### config.mk
export PLATFORM = sky130hd
export DESIGN_NAME = mem_access_ctrl
export DESIGN_NICKNAME = d
export VERILOG_FILES = /design/src/rtl/mem_access_ctrl.sv
export SDC_FILE = /design/constraint.sdc
export NUM_CORES = 1
export LEC_CHECK = 0
export BUFFER_PORTS_ARGS = -buffer_cell sky130_fd_sc_hd__buf_2
export CELL_PAD_IN_SITES_DETAIL_PLACEMENT = 1
export CELL_PAD_IN_SITES_GLOBAL_PLACEMENT = 1
export CORE_UTILIZATION = 32
export DETAILED_ROUTE_END_ITERATION = 6
export PLACE_DENSITY_LB_ADDON = 0.25
export SYNTH_ARGS = -nofsm -noshare
export SYNTH_HDL_FRONTEND = slang
export SYNTH_SLANG_ARGS = --single-unit
export TNS_END_PERCENT = 100
### constraint.sdc
create_clock -name clk -period 1.8 [get_ports clk]
set_input_delay 0.36 -clock clk [delete_from_list [all_inputs] [get_ports clk]]
set_output_delay 0.36 -clock clk [all_outputs]
set_load 0.1 [all_outputs]
### src/rtl/mem_access_ctrl.sv
// MEM-stage data-memory sequencer: drives a req/ack bus transaction, stalls the
// pipeline while it is outstanding, steers byte lanes and extends load data.
module mem_access_ctrl #(
  parameter int unsigned TIMEOUT = 255
) (
  input  logic        clk,
  input  logic        reset,
  input  logic        mem_read,
  input  logic        mem_write,
  input  logic [1:0]  mem_size,
  input  logic        mem_sign,
  input  logic [31:0] aluout,
  input  logic [31:0] writedata,
  output logic        bus_req,
  output logic        bus_we,
  output logic [31:0] bus_addr,
  output logic [3:0]  bus_be,
  output logic [31:0] bus_wdata,
  input  logic        bus_ack,
  input  logic [31:0] bus_rdata,
  output logic        stall,
  output logic [31:0] load_data,
  output logic        load_valid,
  output logic        mem_error
);

  typedef enum logic [1:0] {StIdle, StAccess, StDone, StError} state_e;

  localparam logic [15:0] LastCnt = 16'(TIMEOUT - 1);

  state_e      state_q, state_d;
  logic [15:0] cnt_q, cnt_d;
  logic        bus_req_q, bus_we_q, load_valid_q, mem_error_q, sign_q;
  logic [31:0] bus_addr_q, bus_wdata_q, load_data_q;
  logic [3:0]  bus_be_q;
  logic [1:0]  size_q, off_q;

  logic        is_mem, misaligned, start, bad;
  logic [3:0]  be_n;
  logic [31:0] wdata_n, load_ext;
  logic [7:0]  rbyte;
  logic [15:0] rhalf;

  assign is_mem = mem_read | mem_write;

  always_comb begin
    misaligned = 1'b0;
    unique case (mem_size)
      2'b00:   misaligned = 1'b0;
      2'b01:   misaligned = aluout[0];
      2'b10:   misaligned = |aluout[1:0];
      default: misaligned = 1'b1;  // size 11 is reserved
    endcase
  end

  assign start = (mem_read ^ mem_write) & ~misaligned;
  assign bad   = (mem_read & mem_write) | (is_mem & misaligned);

  always_comb begin
    be_n    = 4'b1111;
    wdata_n = writedata;
    case (mem_size)
      2'b00: begin
        be_n    = 4'b0001 << aluout[1:0];
        wdata_n = {4{writedata[7:0]}};
      end
      2'b01: begin
        be_n    = aluout[1] ? 4'b1100 : 4'b0011;
        wdata_n = {2{writedata[15:0]}};
      end
      default: ;
    endcase
  end

  assign rbyte = bus_rdata[{off_q, 3'b000} +: 8];
  assign rhalf = off_q[1] ? bus_rdata[31:16] : bus_rdata[15:0];

  always_comb begin
    load_ext = bus_rdata;
    case (size_q)
      2'b00:   load_ext = {{24{sign_q & rbyte[7]}}, rbyte};
      2'b01:   load_ext = {{16{sign_q & rhalf[15]}}, rhalf};
      default: load_ext = bus_rdata;
    endcase
  end

  always_comb begin
    state_d = state_q;
    cnt_d   = cnt_q;
    case (state_q)
      StIdle: begin
        if (bad) begin
          state_d = StError;
        end else if (start) begin
          state_d = StAccess;
          cnt_d   = '0;
        end
      end
      StAccess: begin
        if (bus_ack) begin
          state_d = StDone;
        end else if (cnt_q == LastCnt) begin
          state_d = StError;
        end else begin
          cnt_d = cnt_q + 16'd1;
        end
      end
      default: state_d = StIdle;
    endcase
  end

  assign stall = !reset && (((state_q == StIdle) && is_mem) || (state_q == StAccess));

  always_ff @(posedge clk) begin
    if (reset) begin
      state_q      <= StIdle;
      cnt_q        <= '0;
      bus_req_q    <= 1'b0;
      bus_we_q     <= 1'b0;
      bus_addr_q   <= '0;
      bus_be_q     <= '0;
      bus_wdata_q  <= '0;
      load_data_q  <= '0;
      load_valid_q <= 1'b0;
      mem_error_q  <= 1'b0;
      size_q       <= '0;
      off_q        <= '0;
      sign_q       <= 1'b0;
    end else begin
      state_q      <= state_d;
      cnt_q        <= cnt_d;
      bus_req_q    <= (state_d == StAccess);
      load_valid_q <= (state_d == StDone) && !bus_we_q;
      if ((state_q == StIdle) && start) begin
        bus_we_q    <= mem_write;
        bus_addr_q  <= {aluout[31:2], 2'b00};
        bus_be_q    <= be_n;
        bus_wdata_q <= wdata_n;
        size_q      <= mem_size;
        off_q       <= aluout[1:0];
        sign_q      <= mem_sign;
      end
      if ((state_q == StAccess) && bus_ack && !bus_we_q) begin
        load_data_q <= load_ext;
      end
      if (state_d == StError) begin
        load_data_q <= '0;
        mem_error_q <= 1'b1;
      end
    end
  end

  assign bus_req    = bus_req_q;
  assign bus_we     = bus_we_q;
  assign bus_addr   = bus_addr_q;
  assign bus_be     = bus_be_q;
  assign bus_wdata  = bus_wdata_q;
  assign load_data  = load_data_q;
  assign load_valid = load_valid_q;
  assign mem_error  = mem_error_q;

endmodule

==> flow_summary.json <==
{
  "setup_ws_ns": -0.147,
  "synth_most_common_cell": "nand2_1",
  "max_cap_viol_count": 0,
  "ioPinCount": 209,
  "avgSynthCellArea_um2": 8.10,
  "p_total_w": 0.00918,
  "synthCells": 703,
  "ys_top_cells_by_area": "dfxtp_1 (44%), nand2_1 (9.5%), a21oi_1 (6.2%), a211oi_1 (4.5%), nor2_1 (3.8%)",
  "drt_first_pass_iters": 5,
  "drive_gt1_share_pct": 40.7,
  "crit_top_cell": "o31a_1",
  "power.density_nw_per_um2": 1090,
  "met1_usage_pct": 28.1,
  "cts_sinks": 125,
  "place_ws_ns": -0.330,
  "synth_ff_type": "dfxtp_1",
  "async_reset_ff_share_pct": 0,
  "drc": 0,
  "synthMuxAreaShare_pct": 5.14,
  "synth_edf_count": 0,
  "syn_area_um2": 5700,
  "synth_fa_ha_area_share_pct": 0.879,
  "fin_crit_sh_pct": 108,
  "drv_slew": 0,
  "ant_nets": 0,
  "wl_per_cell_um": 17.3,
  "cp_slowest_cell": "or4_4",
  "hpwlAfterDp_mm": 14.7,
  "synth_top_family_by_area": "compound AO/OA/AOI/OAI gates",
  "cts_tree": "built",
  "core_um2": 17400,
  "nFillCells": 2095,
  "layout.nets": 1068,
  "worst_pin_slew_ns": 0.613,
  "grt_pass1_vias": 6214,
  "yosysTopAreaCell": "dfxtp_1",
  "yosys.cell_types.count": 53,
  "cts_root_buf": "clkbuf_16",
  "required_ns": 2.11,
  "use_met2_pct": 38.5,
  "fin_cells": 1198,
  "cp_cell_sequence": "or4_4 > o31a_1 > o31a_1 > buf_6 > a311oi_2",
  "finalCriticalPeriod_ns": 1.95,
  "clk_pin_slew_worst_paths_ns": 0.06,
  "crit_fanout": 5,
  "antenna_found_initial": 0,
  "max_stage_delay_ns": 0.53,
  "h-tree-depth": 4,
  "crit_type": "reg -> reg",
  "synth_commonest_cells": "nand2_1 (144), dfxtp_1 (125), a21oi_1 (71), nor2_1 (57), clkbuf_1 (39)",
  "grtUsageMet3_pct": 6.36,
  "die_area_um2": 18300,
  "utilization_pct": 48.3,
  "num_vias": 6185,
  "drtIter0Drc": 219,
  "setup_tns_ns": -2.30,
  "diodes": 0,
  "irDropWorstVdd_uv": 630,
  "gr-total-overflow": 0,
  "ys_seq_area_share_pct": 43.9,
  "hold_viol_final": 0,
  "yosys_register_bits": 125,
  "numCtsBuffers": 17,
  "clockBufferDepth": 2,
  "rsz0062_at_grt": "yes",
  "gp_congestion": 0.823,
  "cp_top_family": "compound AO/OA/AOI/OAI gates",
  "synth-compound-area-share_pct": 23.0,
  "vias_per_cell": 5.16,
  "min_path_type": "in -> reg",
  "setup_viol": 45,
  "track_usage_pct": 23.0,
  "ys_warn_count": 0,
  "startpoint": "cnt_q[11]",
  "core.rowCount": 48,
  "max_freq_ghz": 0.513,
  "grt_max_degree": 54,
  "placed_cells": 1152,
  "yosys.area_share.simple_pct": 21.8,
  "cts-hold-fix-buffers": 0,
  "port_buffers": 206,
  "r2r-start": "cnt_q[11]",
  "violations": "negative setup slack",
  "synth_top_area_share_pct": 43.9,
  "slew_headroom_pct": 59.1,
  "p_leak_nw": 3.57,
  "wl_mm": 20.7,
  "syn2layout_area_growth_pct": 47.2,
  "die_y_um": 135,
  "die_w_um": 135,
  "finClkSkew_ns": 0.00687,
  "busiest_layer": "met2",
  "worstHoldStart": "aluout[26]",
  "synth_xor_area_share_pct": 0.154,
  "initial_utilization_pct": 32.8,
  "insertion_delay_ns": 0.41,
  "crit_arrival_ns": 2.26,
  "grt_pass1_wl_mm": 32.7,
  "status": "complete, but fails checks",
  "path_buf_inv": 1,
  "worstSetupStartpointType": "flip-flop",
  "endpoint_kind": "flip-flop"
}
## where the power goes
group | internal [W] | switching [W]
combinational | 0.000818 | 0.00215
sequential | 0.00297 | 0.000117
clock | 0.00185 | 0.00128
## cell type report
type	count	area [um^2]	share of cell area, %
Multi-Input combinational cell	511	3140	37.4
Timing Repair Buffer	294	1870	22.3
Clock inverter	11	68.8	0.820
Inverter	11	43.8	0.522
Tap cell	225	282	3.36
Clock buffer	21	470	5.61
Sequential cell	125	2510	30.0
## registers in the layout, summed over array words and instances, names as in the netlist
| register | count |
|---|---|
| state_q | 2 |
| bus_be | 4 |
| load_valid | 1 |
| sign_q | 1 |
| bus_addr | 30 |
| mem_error | 1 |
| load_data | 32 |
| bus_we | 1 |
| cnt_q | 16 |
| bus_req | 1 |
| size_q | 2 |
| off_q | 2 |
| bus_wdata | 32 |
## per-layer routing
layer,vias to the layer above,share of wire (%)
li1,3006,-
met1,2958,42
met2,190,50
met3,31,6.9
met4,0,1.9
met5,-,0
## logic make-up (layout without fill, tap and decap cells)
group	count (synthesis)	count (layout)
buffers and inverters	68	337
AO/OA/AOI/OAI	199	199
multiplexers	27	27
adder cells (fa/ha/maj)	4	4
flip-flops	125	125
XOR/XNOR	1	1
other	1	2
AND/OR/NAND/NOR	278	278
## layout by cell type (no fill, tap or decap), drive strengths merged, types with 10 or more instances in the layout
| cell type | netlist | layout |
|---|---|---|
| buf | 18 | 293 |
| o21ai | 27 | 27 |
| o211ai | 12 | 12 |
| dfxtp | 125 | 125 |
| inv | 10 | 10 |
| mux2i | 18 | 18 |
| nand2 | 144 | 144 |
| nor3b | 11 | 11 |
| nor2b | 12 | 12 |
| clkbuf | 39 | 22 |
| nor2 | 57 | 57 |
| a211oi | 36 | 36 |
| a311oi | 14 | 14 |
| a21oi | 73 | 73 |
| nor3 | 18 | 18 |
## tightest hold or removal path, delay by kind of cell
kind	cells	cell delay [ns]
buffers and inverters	1	0.09
AOI/OAI and AO/OA	1	0.05
and+or+nand+nor	1	0.04
## stage by stage
| step | hold WS, ns | cell area, um^2 |
|---|---|---|
| after detailed placement | 0.446 | 7490 |
| final | 0.184 | 8390 |
| after CTS | 0.167 | 8240 |
| after global routing | 0.166 | 8390 |
| after global placement | 0.430 | 7490 |
| after floorplan | 0.450 | 5760 |
## path summary, 6_finish.rpt
kind	slack, ns	end	depth (start not counted)
max	-0.15	cnt_q[15]	5
min	0.18	bus_addr[26]	3
max reg2reg	-0.15	cnt_q[15]	5
min reg2reg	0.45	bus_addr[21]	2
## repair_timing
item                                   4_1_cts  5_1_grt
resized for setup                           26       36
pin swaps                                   11       10
cloned                                       2        1
endpoints found under the hold margin        0        0
setup buffers                                8        6
setup endpoints to repair                   56       80
No activity file was read; power rests on OpenSTA's default activity.
